**src/rtl/ex_pipe_pkg.sv**
```systemverilog
// Shared types for the ID->EX pipeline register.
//   reg_idx_t : architectural register index (x0..x31)
//   ex_meta_t : predictor sideband carried alongside the instruction
//   REG_X0    : hard-wired zero register, never forwarded into
package ex_pipe_pkg;

  typedef logic [4:0] reg_idx_t;

  typedef struct packed {
    logic       btb_hit;
    logic       prediction;
    logic [3:0] pattern_used;
  } ex_meta_t;

  localparam reg_idx_t REG_X0 = 5'd0;

endpackage

```
**src/rtl/ex_stage_reg_if.sv**
```systemverilog
// Bundle between ID/WB (master side) and the ID->EX register (slave side).
//   master : drives load/flush/hold_patch, ID fields and WB ports; reads EX fields
//   slave  : the pipeline register itself
interface ex_stage_reg_if
  import ex_pipe_pkg::*;
#(
  parameter int XLEN    = 32,
  parameter int NUM_SRC = 2,
  parameter int NUM_WB  = 1,
  parameter int META_W  = 6,
  parameter int CNT_W   = 4
);

  logic                               load;
  logic                               flush;
  logic                               hold_patch;
  logic                               id_valid;
  logic [XLEN-1:0]                    id_pc;
  reg_idx_t [NUM_SRC-1:0]             id_src_idx;
  logic     [NUM_SRC-1:0][XLEN-1:0]   id_src_val;
  logic [META_W-1:0]                  id_meta;
  logic     [NUM_WB-1:0]              wb_we;
  reg_idx_t [NUM_WB-1:0]              wb_rd;
  logic     [NUM_WB-1:0][XLEN-1:0]    wb_data;

  logic                               ex_valid;
  logic [XLEN-1:0]                    ex_pc;
  reg_idx_t [NUM_SRC-1:0]             ex_src_idx;
  logic     [NUM_SRC-1:0][XLEN-1:0]   ex_src_val;
  logic [META_W-1:0]                  ex_meta;
  logic [CNT_W-1:0]                   ex_stall_cnt;

  modport master (
    output load, flush, hold_patch, id_valid, id_pc, id_src_idx, id_src_val, id_meta,
           wb_we, wb_rd, wb_data,
    input  ex_valid, ex_pc, ex_src_idx, ex_src_val, ex_meta, ex_stall_cnt
  );

  modport slave (
    input  load, flush, hold_patch, id_valid, id_pc, id_src_idx, id_src_val, id_meta,
           wb_we, wb_rd, wb_data,
    output ex_valid, ex_pc, ex_src_idx, ex_src_val, ex_meta, ex_stall_cnt
  );

endinterface

```
**src/rtl/ex_fwd_patch.sv**
```systemverilog
// Combinational operand patch: replaces v with the data of the first
// writeback port (port 0 highest priority) that writes register idx.
// x0 is never replaced.
//   idx, v   : operand register index and current value
//   wb_*     : writeback ports
//   res      : patched operand
module ex_fwd_patch
  import ex_pipe_pkg::*;
#(
  parameter int NUM_WB = 1,
  parameter int XLEN   = 32
) (
  input  reg_idx_t                         idx,
  input  logic     [XLEN-1:0]              v,
  input  logic     [NUM_WB-1:0]            wb_we,
  input  reg_idx_t [NUM_WB-1:0]            wb_rd,
  input  logic     [NUM_WB-1:0][XLEN-1:0]  wb_data,
  output logic     [XLEN-1:0]              res
);

  // Scan from the oldest port down so the youngest (port 0) overwrites last.
  always_comb begin
    res = v;
    for (int j = NUM_WB - 1; j >= 0; j--) begin
      if (wb_we[j] && (wb_rd[j] == idx) && (idx != REG_X0)) begin
        res = wb_data[j];
      end
    end
  end

endmodule

```
**src/rtl/ex_stage_reg.sv**
```systemverilog
// ID->EX pipeline register with writeback patching while held, flush to
// bubble, optional patch on load, and a saturating stalled-cycle counter.
//   clk, reset : clock, synchronous active-high reset (clears all outputs)
//   bus        : ex_stage_reg_if slave (control, ID fields, WB ports, EX fields)
// Priority per edge: reset > flush > load > hold_patch > idle hold.
module ex_stage_reg
  import ex_pipe_pkg::*;
#(
  parameter int XLEN          = 32,
  parameter int NUM_SRC       = 2,
  parameter int NUM_WB        = 1,
  parameter int META_W        = 6,
  parameter bit PATCH_ON_LOAD = 1'b1,
  parameter int CNT_W         = 4
) (
  input logic          clk,
  input logic          reset,
  ex_stage_reg_if.slave bus
);

  localparam logic [CNT_W-1:0] CNT_MAX = '1;

  logic                             valid_q,     valid_d;
  logic     [XLEN-1:0]              pc_q,        pc_d;
  reg_idx_t [NUM_SRC-1:0]           src_idx_q,   src_idx_d;
  logic     [NUM_SRC-1:0][XLEN-1:0] src_val_q,   src_val_d;
  logic     [META_W-1:0]            meta_q,      meta_d;
  logic     [CNT_W-1:0]             stall_cnt_q, stall_cnt_d;

  logic [NUM_SRC-1:0][XLEN-1:0] hold_val;
  logic [NUM_SRC-1:0][XLEN-1:0] load_val;

  for (genvar i = 0; i < NUM_SRC; i++) begin : g_src
    ex_fwd_patch #(.NUM_WB(NUM_WB), .XLEN(XLEN)) u_hold_patch (
      .idx     (src_idx_q[i]),
      .v       (src_val_q[i]),
      .wb_we   (bus.wb_we),
      .wb_rd   (bus.wb_rd),
      .wb_data (bus.wb_data),
      .res     (hold_val[i])
    );

    if (PATCH_ON_LOAD) begin : g_load_patch
      // Catches a writeback landing in the same cycle the operand leaves ID.
      ex_fwd_patch #(.NUM_WB(NUM_WB), .XLEN(XLEN)) u_load_patch (
        .idx     (bus.id_src_idx[i]),
        .v       (bus.id_src_val[i]),
        .wb_we   (bus.wb_we),
        .wb_rd   (bus.wb_rd),
        .wb_data (bus.wb_data),
        .res     (load_val[i])
      );
    end else begin : g_load_pass
      assign load_val[i] = bus.id_src_val[i];
    end
  end

  always_comb begin
    valid_d     = valid_q;
    pc_d        = pc_q;
    src_idx_d   = src_idx_q;
    src_val_d   = src_val_q;
    meta_d      = meta_q;
    stall_cnt_d = stall_cnt_q;
    if (bus.flush) begin
      // pc/idx/val are left as-is; ex_valid=0 makes them don't-care.
      valid_d     = 1'b0;
      meta_d      = '0;
      stall_cnt_d = '0;
    end else if (bus.load) begin
      valid_d     = bus.id_valid;
      pc_d        = bus.id_pc;
      src_idx_d   = bus.id_src_idx;
      src_val_d   = load_val;
      meta_d      = bus.id_meta;
      stall_cnt_d = '0;
    end else begin
      // Patching also runs on bubbles; only the counter is gated by valid.
      if (bus.hold_patch) begin
        src_val_d = hold_val;
      end
      if (valid_q && (stall_cnt_q != CNT_MAX)) begin
        stall_cnt_d = stall_cnt_q + 1'b1;
      end
    end
  end

  always_ff @(posedge clk) begin
    if (reset) begin
      valid_q     <= 1'b0;
      pc_q        <= '0;
      src_idx_q   <= '0;
      src_val_q   <= '0;
      meta_q      <= '0;
      stall_cnt_q <= '0;
    end else begin
      valid_q     <= valid_d;
      pc_q        <= pc_d;
      src_idx_q   <= src_idx_d;
      src_val_q   <= src_val_d;
      meta_q      <= meta_d;
      stall_cnt_q <= stall_cnt_d;
    end
  end

  assign bus.ex_valid     = valid_q;
  assign bus.ex_pc        = pc_q;
  assign bus.ex_src_idx   = src_idx_q;
  assign bus.ex_src_val   = src_val_q;
  assign bus.ex_meta      = meta_q;
  assign bus.ex_stall_cnt = stall_cnt_q;

endmodule

```
**src/flat_wrapper.sv**
```systemverilog
// flat-port wrapper written by rule: the top's interface ports become plain ports
module ex_stage_reg_flat import ex_pipe_pkg::*;
#(
  parameter int XLEN          = 32,
  parameter int NUM_SRC       = 2,
  parameter int NUM_WB        = 1,
  parameter int META_W        = 6,
  parameter bit PATCH_ON_LOAD = 1'b1,
  parameter int CNT_W         = 4
)
  (clk, reset, bus_load, bus_flush, bus_hold_patch, bus_id_valid, bus_id_pc, bus_id_src_idx, bus_id_src_val, bus_id_meta, bus_wb_we, bus_wb_rd, bus_wb_data, bus_ex_valid, bus_ex_pc, bus_ex_src_idx, bus_ex_src_val, bus_ex_meta, bus_ex_stall_cnt);
  ex_stage_reg_if #(.XLEN(XLEN), .NUM_SRC(NUM_SRC), .NUM_WB(NUM_WB), .META_W(META_W), .CNT_W(CNT_W)) bus_i ();
  input logic clk;
  input logic reset;
  input wire logic [$bits(bus_i.load)-1:0] bus_load;
  input wire logic [$bits(bus_i.flush)-1:0] bus_flush;
  input wire logic [$bits(bus_i.hold_patch)-1:0] bus_hold_patch;
  input wire logic [$bits(bus_i.id_valid)-1:0] bus_id_valid;
  input wire logic [$bits(bus_i.id_pc)-1:0] bus_id_pc;
  input wire logic [$bits(bus_i.id_src_idx)-1:0] bus_id_src_idx;
  input wire logic [$bits(bus_i.id_src_val)-1:0] bus_id_src_val;
  input wire logic [$bits(bus_i.id_meta)-1:0] bus_id_meta;
  input wire logic [$bits(bus_i.wb_we)-1:0] bus_wb_we;
  input wire logic [$bits(bus_i.wb_rd)-1:0] bus_wb_rd;
  input wire logic [$bits(bus_i.wb_data)-1:0] bus_wb_data;
  output wire logic [$bits(bus_i.ex_valid)-1:0] bus_ex_valid;
  output wire logic [$bits(bus_i.ex_pc)-1:0] bus_ex_pc;
  output wire logic [$bits(bus_i.ex_src_idx)-1:0] bus_ex_src_idx;
  output wire logic [$bits(bus_i.ex_src_val)-1:0] bus_ex_src_val;
  output wire logic [$bits(bus_i.ex_meta)-1:0] bus_ex_meta;
  output wire logic [$bits(bus_i.ex_stall_cnt)-1:0] bus_ex_stall_cnt;
  assign bus_i.load = bus_load;
  assign bus_i.flush = bus_flush;
  assign bus_i.hold_patch = bus_hold_patch;
  assign bus_i.id_valid = bus_id_valid;
  assign bus_i.id_pc = bus_id_pc;
  assign bus_i.id_src_idx = bus_id_src_idx;
  assign bus_i.id_src_val = bus_id_src_val;
  assign bus_i.id_meta = bus_id_meta;
  assign bus_i.wb_we = bus_wb_we;
  assign bus_i.wb_rd = bus_wb_rd;
  assign bus_i.wb_data = bus_wb_data;
  assign bus_ex_valid = bus_i.ex_valid;
  assign bus_ex_pc = bus_i.ex_pc;
  assign bus_ex_src_idx = bus_i.ex_src_idx;
  assign bus_ex_src_val = bus_i.ex_src_val;
  assign bus_ex_meta = bus_i.ex_meta;
  assign bus_ex_stall_cnt = bus_i.ex_stall_cnt;
  ex_stage_reg #(.XLEN(XLEN), .NUM_SRC(NUM_SRC), .NUM_WB(NUM_WB), .META_W(META_W), .PATCH_ON_LOAD(PATCH_ON_LOAD), .CNT_W(CNT_W)) u_core (.clk(clk), .reset(reset), .bus(bus_i));
endmodule
```
**config.mk**
```make
export PLATFORM = sky130hd
export DESIGN_NAME = ex_stage_reg_flat
export DESIGN_NICKNAME = d
export VERILOG_FILES = /design/src/rtl/ex_pipe_pkg.sv /design/src/rtl/ex_stage_reg_if.sv /design/src/rtl/ex_fwd_patch.sv /design/src/rtl/ex_stage_reg.sv /design/src/flat_wrapper.sv
export SDC_FILE = /design/constraint.sdc
export NUM_CORES = 1
export LEC_CHECK = 0
export BUFFER_PORTS_ARGS = -buffer_cell sky130_fd_sc_hd__buf_2
export CORE_ASPECT_RATIO = 1.25
export CORE_MARGIN = 2
export CORE_UTILIZATION = 30
export CTS_CLUSTER_SIZE = 16
export DETAILED_ROUTE_END_ITERATION = 10
export GPL_TIMING_DRIVEN = 0
export PLACE_DENSITY = 0.56
export SYNTH_ARGS = -nofsm -noshare
export SYNTH_HDL_FRONTEND = slang
export SYNTH_SLANG_ARGS = --single-unit
export TNS_END_PERCENT = 5
```
**constraint.sdc**
```tcl
create_clock -name clk -period 1.75 [get_ports clk]
set_input_delay 0.2625 -clock clk [delete_from_list [all_inputs] [get_ports clk]]
set_output_delay 0.2625 -clock clk [all_outputs]
set_load 0.01 [all_outputs]
```
### Yosys cells after proc, flatten, opt, wreduce, memory -nomap -nowiden

Index checks and enable logic that the tools add are counted.
Widths: inputs -> output; s select.

| storage, ports and cells | value |
|---|---|
| flip-flop bits (word level) | 117 |
| latch bits | 0 |
| memory bits (writable) | 0 |
| memory bits (read-only) | 0 |
| output and inout bits | 117 |
| logic and storage cells | 42 |
| memories kept | 0 |

| operators by class | value |
|---|---|
| add/subtract/negate cells | 1 |
| multiply operators | 0 |
| div/mod/pow operators | 0 |
| magnitude comparators | 0 |
| equal/unequal tests | 5 |
| shift operators | 0 |
| mux-type cells | 6 |
| bitwise gates (word level) | 1 |
| reductions and logical operators | 21 |

Operators with widths:

| operator | count |
|---|---|
| $mux 32 | 4 |
| $mux 64 | 2 |
| $eq 5x5->1 | 4 |
| $reduce_bool 5->1 | 4 |
| $logic_and 1x1->1 | 9 |
| $reduce_and 3->1 | 2 |
| $reduce_bool 2->1 | 3 |
| $add 4x1->4 const B | 1 |
| $ne 4x4->1 const B | 1 |
| $reduce_or 3->1 | 1 |
| $reduce_and 2->1 | 1 |
| $reduce_or 2->1 | 1 |
| $not 1->1 | 1 |

### Longest topological paths before layout

Gate-level depths: netlist of the first run.

| logic depth | value |
|---|---|
| depth in word-level cells | 6 |
| depth in mapped cells | 6 |
| depth with buffers taken out | 5 |

### Cells and area by module

From an unflattened synthesis of the first run, not the netlist that was laid out.

| second synthesis, totals | value |
|---|---|
| cells, all modules | 696 |
| area, all modules | 7492.2 µm² |

Modules (own cells, without submodules):

| module | instances | cells each | area an instance (µm²) |
|---|---|---|---|
| ex_stage_reg | 1 | 516 | 5114.9 |
| ex_fwd_patch | 4 | 45 | 594.3 |

### Least setup slack after synthesis of the first run

Ideal clock, no wire load.

| timing path | value |
|---|---|
| path type | reg-to-reg |
| from | register u_core.src_idx_q (netlist bit u_core.bus.ex_src_idx[7]) |
| to | register u_core.src_val_q (netlist bit u_core.bus.ex_src_val[42]) |
| setup time | 142 ps |
| data arrival time | 1526 ps |
| data required time | 1608 ps |
| path slack | 82 ps |
| stages on the path, launching flop included | 6 |
| buffers on the path | 1 |
| period minus slack after synthesis | 1668 ps |
| cells stage by stage | dfxtp_1 -> xor2_1 -> nor4_4 -> a31o_1 -> buf_1 -> a311oi_1 |

| on the way | value |
|---|---|
| word-level cells in the longest chain between the ends | 5 |
| elaborated cells between the ends (all ways) | 6 |
| those cells by class | 1 x eq/ne; 5 x reduce/logical |

Ends and longest elaborated chain:

| what | RTL line | source |
|---|---|---|
| start: declaration | ex_stage_reg.sv:25 | `reg_idx_t [NUM_SRC-1:0] src_idx_q, src_idx_d;` |
| start signal: assignment | ex_stage_reg.sv:99 | `src_idx_q <= src_idx_d;` |
| $eq 5x5->1 | ex_fwd_patch.sv:25 | `if (wb_we[j] && (wb_rd[j] == idx) && (idx != REG_X0)) begin` |
| $logic_and 1x1->1 | ex_fwd_patch.sv:25 |  |
| $logic_and 1x1->1 * | ex_fwd_patch.sv:25 |  |
| $reduce_bool 2->1 (no line) * | -- |  |
| $reduce_and 3->1 (no line) * | -- |  |
| end signal: assignment | ex_stage_reg.sv:100 | `src_val_q <= src_val_d;` |
| end: declaration | ex_stage_reg.sv:26 | `logic [NUM_SRC-1:0][XLEN-1:0] src_val_q, src_val_d;` |

Mark *: on every way between the ends. The rest lies on a longest branch, timed or not.
A chain may end at the register's enable or synchronous reset.

### Worst setup path after layout of the first run

| timing path | value |
|---|---|
| from | register u_core.src_idx_q (netlist bit u_core.bus.ex_src_idx[7]) |
| to | register u_core.src_val_q (netlist bit u_core.bus.ex_src_val[35]) |

The elaborated chain is that of the path after synthesis.

==> results of run 1 <==
==> flip-flops by register name, indices dropped and copies added, names as in the netlist <==
| signal | count |
|---|---|
| u_core.bus.ex_stall_cnt | 4 |
| u_core.bus.ex_meta | 6 |
| u_core.bus.ex_valid | 1 |
| u_core.bus.ex_src_val | 64 |
| u_core.bus.ex_src_idx | 10 |
| u_core.bus.ex_pc | 32 |
==> metrics by stage <==
| stage | setup WS, ns | TNS (ns) | instance area, sq um | utilization (%) |
|---|---|---|---|---|
| after floorplan | 0.0817 | 0 | 6100 | - |
| after global placement | -0.763 | -42.58 | 7800 | 38.9 |
| after detailed placement | -0.708 | -42.80 | 7800 | 38.9 |
| after CTS | -0.00819 | -0.0145 | 8610 | 43.0 |
| after global routing | -0.0617 | -0.288 | 8770 | 43.8 |
| final | 0.0542 | 0 | 8770 | 43.8 |
==> power groups by stage <==
stage	Combinational [mW]	Sequential, mW	Clock (mW)
finish	1.61	2.91	3.70
global route	1.74	2.93	3.87
CTS	1.56	2.92	3.76
detailed placement	1.51	2.96	0
global placement	1.50	2.96	0
floorplan	0.791	3.02	0
==> metal layers <==
| layer | up-vias | share of wire [%] | track usage [%] |
|---|---|---|---|
| met5 | - | 0.043 | 0 |
| met4 | 2 | 3.5 | 9.58 |
| met3 | 58 | 6.8 | 5.00 |
| met2 | 315 | 50 | 40.4 |
| met1 | 3325 | 40 | 27.2 |
| li1 | 3362 | - | - |
==> synthesized netlist by cell type (all sizes together) (6+ instances only) <==
master / n / area (sq um)
o311ai: 64 / 561
dfxtp: 117 / 2340
nand4: 64 / 400
xor2: 11 / 96.3
nor2: 13 / 51.3
a21oi: 45 / 248
a311oi: 128 / 1120
xnor2: 8 / 70.1
buf: 35 / 233
nand3: 6 / 35.0
mux2i: 7 / 70.1
nand2: 90 / 338
clkbuf: 58 / 260
==> worst paths after layout <==
| kind | from | to | slack [ns] | depth (start not counted) |
|---|---|---|---|---|
| max | u_core.bus.ex_src_idx[7] | u_core.bus.ex_src_val[35] | 0.05 | 7 |
| min | bus_id_pc[8] | u_core.bus.ex_pc[8] | 0.08 | 3 |
| max reg2reg | u_core.bus.ex_src_idx[7] | u_core.bus.ex_src_val[35] | 0.05 | 7 |
| min reg2reg | u_core.bus.ex_pc[3] | u_core.bus.ex_pc[3] | 0.45 | 2 |
==> logic make-up after synthesis <==
logic type,synth area share (%)
simple gates,15.8
xor+xnor,2.73
mux,1.15
buf+inv,8.92
compound gates,32.9
flops,38.4
fa+ha+maj,0.205
==> critical path, stage by stage (launching register included) <==
cell and delay (ns):
dfxtp_4 0.37, xor2_2 0.19, nor4_4 0.29, buf_6 0.17, buf_6 0.12, buf_8 0.12, a311oi_1 0.09, a311oi_1 0.25
==> final cells by class <==
cell class | instances | area, sq um | share of cell area, %
Antenna cell | 1 | 2.50 | 0.0285
Buffer | 98 | 621 | 7.08
Clock buffer | 21 | 470 | 5.37
Clock inverter | 11 | 148 | 1.68
Inverter | 1 | 3.75 | 0.0428
Multi-Input combinational cell | 462 | 3400 | 38.8
Sequential cell | 117 | 2360 | 26.9
Tap cell | 270 | 338 | 3.85
Timing Repair Buffer | 278 | 1430 | 16.3
==> what timing repair did <==
| item | in CTS | in global routing |
|---|---|---|
| gates resized for setup | 41 | 53 |
| setup buffers | 6 | 1 |
| pin swaps | 6 | 40 |
| setup endpoints to repair | 63 | 102 |
==> flow_summary_export.csv, run 1 <==
group,metric,value,unit
run_status,outcome,"finished, final reports clean",
clock_network,cts_hold_buf,0,
cells_and_area,fill_cells,2133,
grt,grt_antenna_before_repair,2,
yosys,synthArstFlopShare,0,%
cells_and_area,final_common_cell,"buf_2",
route,drcViolationCount,0,
route,wl,25400,um
sta,drv_slew,0,
power,powerDensity,937,mW/mm^2
route,wl_per_cell,20.2,um
clock_network,cts_sinks,117,
power,vdd_drop_max,0.623,mV
cells_and_area,final_cells,1259,
route,vias_per_cell,5.61,
cells_and_area,drive_gt1_share,41.0,%
power,p_leak,3.50,nW
grt,grt_overflow,0,
sta,tightest_slew,0.721,ns
clock_network,clockBufferDepth,2,
min_path,min_path_type,"in -> reg",
placed_design,dpl.cell_count,1219,
power,sequentialPowerShare,35.4,%
yosys,ys_ff_latch,117,
power,p_clk_share,45.0,%
sta,fmax,0.590,GHz
setup_path,crit_type,"reg -> reg",
setup_path,worst_setup_path_end_kind,"flip-flop",
setup_path,start_kind,"flip-flop",
placed_design,place_congestion,0.863,
yosys,synthDistinctLibCells,39,
sta,setup-violations-final,0,
power,switching_power,2.41,mW
floorplan,core_area,0.0200,sq mm
floorplan,rows,58,
clock_network,root_buffer,"clkbuf_16",
sta,finalHoldWorstSlack,0.0775,ns
power,power.total,8.22,mW
sta,rsz0062_at_grt,"yes",
floorplan,num_io_pins,273,
sta,slew_headroom,52.0,%
floorplan,start_util,30.5,%
placed_design,portBuffers,271,
sta,hold_viol_final,0,
setup_path,crit_arrival,2.01,ns
yosys,ys_seq_area_share,38.4,%
grt,grt_max_degree,17,
floorplan,die_y,163,um
power,swShare,29.3,%
sta,post-route-period-util,96.9,%
floorplan,design.die.area,0.0215,sq mm
clock_network,clk_latency,0.42,ns
clock_network,cts_tree,"yes",
power,p_comb_share,19.6,%
cells_and_area,final_cell_mix,"buf_2 (285), a311oi_1 (117), dfxtp_1 (109), nand2_1 (90)",
clock_network,htreeDepth,4,
yosys,syn_area,0.00610,sq mm
run,maxCapViolCount,0,
clock_network,cts.clk_slew.worst_paths,0.06,ns
grt,grt_pass1_vias,7030,
yosys,ys.warnings.count,0,
yosys,synthCells,678,
power,internal_power,5.81,mW
clock_network,cts_inserted_buffers,17,
placed_design,dp_hpwl,19300,um
grt,track_usage,23.0,%
route,antenna_left,0,
yosys,synth_ff_type,"dfxtp_1",
floorplan,die_w,132,um
cells_and_area,nNetsFinal,1132,
grt,grt_pass1_wl,38800,um
route,drt-initial-drc-count,393,
sta,min_period,1.70,ns
yosys,syn_area_per_cell,9.00,sq um
route,drtPass1Iterations,5,
sta,clock_skew,0.00732,ns
route,vias,7062,
yosys,synth_edf_count,0,
setup_path,cp.required,2.07,ns
setup_path,critPathMaxFanout,10,
cells_and_area,area_growth,43.6,%
yosys,synth_nets,835,
(Power assumes the default switching activity.)
==> inputs of run 2 (changes only) <==
--- a/config.mk
+++ b/config.mk
@@ -12,7 +12,7 @@
 export CTS_CLUSTER_SIZE = 16
 export DETAILED_ROUTE_END_ITERATION = 10
 export GPL_TIMING_DRIVEN = 0
-export PLACE_DENSITY = 0.56
+export PLACE_DENSITY_LB_ADDON = 0.3
 export SYNTH_ARGS = -nofsm -noshare
 export SYNTH_HDL_FRONTEND = slang
 export SYNTH_SLANG_ARGS = --single-unit
==> run 2 against run 1 <==
First-iteration DRC count fell by 33%; via count fell by 1.5%; total power rose by 0.20%; routed wire length fell by 1.8%; highest routed layer unchanged; non-clock buffer count fell by 3.
==> flow_summary_export.csv, run 2 (synthesis gave the netlist of run 1 again) <==
group,metric,value,unit
run_status,outcome,"finished, final reports clean",
cells_and_area,multi_input_area,0.00334,sq mm
floorplan,die_y,163,um
sta,clock_skew,0.00471,ns
min_path,min_path_type,"in -> reg",
cells_and_area,utilization,43.1,%
route,vias,6959,
min_path,min_path_cells,3,
clock_network,cts_inserted_buffers,17,
floorplan,core_area,0.0200,sq mm
clock_network,clockBufferDepth,2,
sta,slew_headroom,57.2,%
grt,grt_antenna_before_repair,4,
power,internal_power,5.89,mW
setup_path,rr_worst_depth,6,
route,drt-initial-drc-count,262,
power,powerDensity,953,mW/mm^2
clock_network,cts_tree,"yes",
placed_design,dp_hpwl,19000,um
power,p_clk_share,45.6,%
power,sequentialPowerShare,35.4,%
route,wl,25000,um
cells_and_area,fill_cells,2126,
cells_and_area,nNetsFinal,1129,
placed_design,portBuffers,271,
sta,drv_slew,0,
sta,post-route-period-util,99.9,%
route,drtPass1Iterations,5,
floorplan,design.die.area,0.0215,sq mm
run,maxCapViolCount,0,
setup_path,crit_arrival,2.06,ns
power,vdd_drop_max,0.609,mV
setup_path,r2r_setup_slack,0.002,ns
cells_and_area,area_growth,41.5,%
floorplan,rows,58,
clock_network,clk_latency,0.42,ns
power,p_comb_share,19.0,%
cells_and_area,largest_reg_flops,64,
route,antenna_left,0,
route,drcViolationCount,0,
floorplan,start_util,30.5,%
cells_and_area,regArea,0.00235,sq mm
placed_design,place_congestion,0.822,
placed_design,dpl_cell_area,0.00780,sq mm
power,switching_power,2.35,mW
setup_path,worstReg2RegEnd,"u_core.bus.ex_src_val[35]",
setup_path,r2r_start,"u_core.bus.ex_src_idx[7]",
floorplan,die_w,132,um
sta,fmax,0.572,GHz
clock_network,root_buffer,"clkbuf_16",
clock_network,cts_hold_buf,0,
grt,grt_pass1_wl,37400,um
grt,track_usage,22.3,%
clock_network,cts.clk_slew.worst_paths,0.06,ns
power,p_leak,3.46,nW
clock_network,htreeDepth,4,
setup_path,start_kind,"flip-flop",
sta,hold_viol_final,0,
sta,setup-violations-final,0,
setup_path,cp.required,2.06,ns
cells_and_area,final_cell_mix,"buf_2 (287), a311oi_1 (127), dfxtp_1 (109), nand2_1 (90)",
floorplan,num_io_pins,273,
min_path,min-delay-start,"bus_id_pc[23]",
setup_path,crit_type,"reg -> reg",
setup_path,worst_setup_path_end_kind,"flip-flop",
cells_and_area,drive_gt1_share,39.3,%
route,vias_per_cell,5.54,
cells_and_area,final_common_cell,"buf_2",
cells_and_area,final_area,0.00864,sq mm
route,wl_per_cell,19.8,um
grt,grt_max_degree,17,
min_path,worstHoldEndpoint,"u_core.bus.ex_pc[23]",
sta,tightest_slew,0.641,ns
power,swShare,28.5,%
sta,min_period,1.75,ns
sta,rsz0062_at_grt,"yes",
grt,grt_overflow,0,
clock_network,cts_sinks,117,
setup_path,critPathMaxFanout,10,
grt,grt_pass1_vias,6823,
run 2: cell count changes in the layout (fill, tap and decap cells not counted), moves of 5 or more:
cell and delta:
clkbuf_1 +5, a311oi_2 -10, buf_4 +5, a311oi_1 +10, buf_6 -8
run 2: power by group through the flow:
stage	logic, mW	clock network [mW]	registers, mW
after floorplan	0.791	0	3.02
after global placement	1.49	0	2.96
after detailed placement	1.50	0	2.96
after CTS	1.54	3.81	2.91
after global routing	1.69	3.94	2.93
final	1.56	3.76	2.92
run 2: worst max-delay path: stages, from the launching register on:
cell,delay [ns]
dfxtp_2,0.36
xor2_2,0.20
nor4_4,0.29
buf_6,0.19
clkbuf_4,0.22
a311oi_1,0.11
a311oi_1,0.28
run 2: through the flow:
stage,worst slack [ns],total power [mW],TNS (ns),hold slack (ns),std cells
after global routing,-0.0815,8.55,-0.893,0.0711,1255
after CTS,-0.0363,8.26,-0.149,0.0599,1255
final,0.00182,8.24,0,0.0740,1257
after global placement,-0.770,4.45,-44.63,0.439,1219
after detailed placement,-0.727,4.46,-44.74,0.443,1219
after floorplan,0.0817,3.81,0,0.398,678
run 2: worst max-delay path by stage:
stage	slack (ns)	startpoint	cells after the start	to
detailed placement	-0.73	bus_wb_rd[4]	6	u_core.bus.ex_src_val[44]
global route	-0.08	u_core.bus.ex_src_idx[9]	5	u_core.bus.ex_src_val[58]
global placement	-0.77	bus_wb_rd[4]	6	u_core.bus.ex_src_val[50]
floorplan	0.08	u_core.bus.ex_src_idx[7]	5	u_core.bus.ex_src_val[42]
finish	0.002	u_core.bus.ex_src_idx[7]	6	u_core.bus.ex_src_val[35]
CTS	-0.04	u_core.bus.ex_src_idx[5]	6	u_core.bus.ex_src_val[35]
run 2: what timing repair did:
item,in CTS,in global routing
buffers inserted,4,0
gates resized for setup,35,38
setup endpoints to repair,63,102
endpoints found under the hold margin,0,0
pin swaps,9,14
run 2: layout make-up:
cell class | instances | area share (%)
inverter | 1 | 0.0434
timing repair buffer | 275 | 16.2
clock buffer | 24 | 5.46
sequential | 117 | 27.3
buffer | 98 | 6.75
antenna | 2 | 0.0579
tap | 270 | 3.91
clock inverter | 8 | 1.71
multi-input combinational | 462 | 38.6
run 2: layer usage:
metal / wire [um] / up-vias / part of all wire (%) / global-route usage (%)
li1: - / 3349 / - / -
met1: 10100 / 3263 / 41 / 25.8
met2: 12300 / 289 / 49 / 38.5
met3: 1730 / 54 / 6.9 / 6.05
met4: 799 / 4 / 3.2 / 10.0
met5: 27 / - / 0.11 / 0
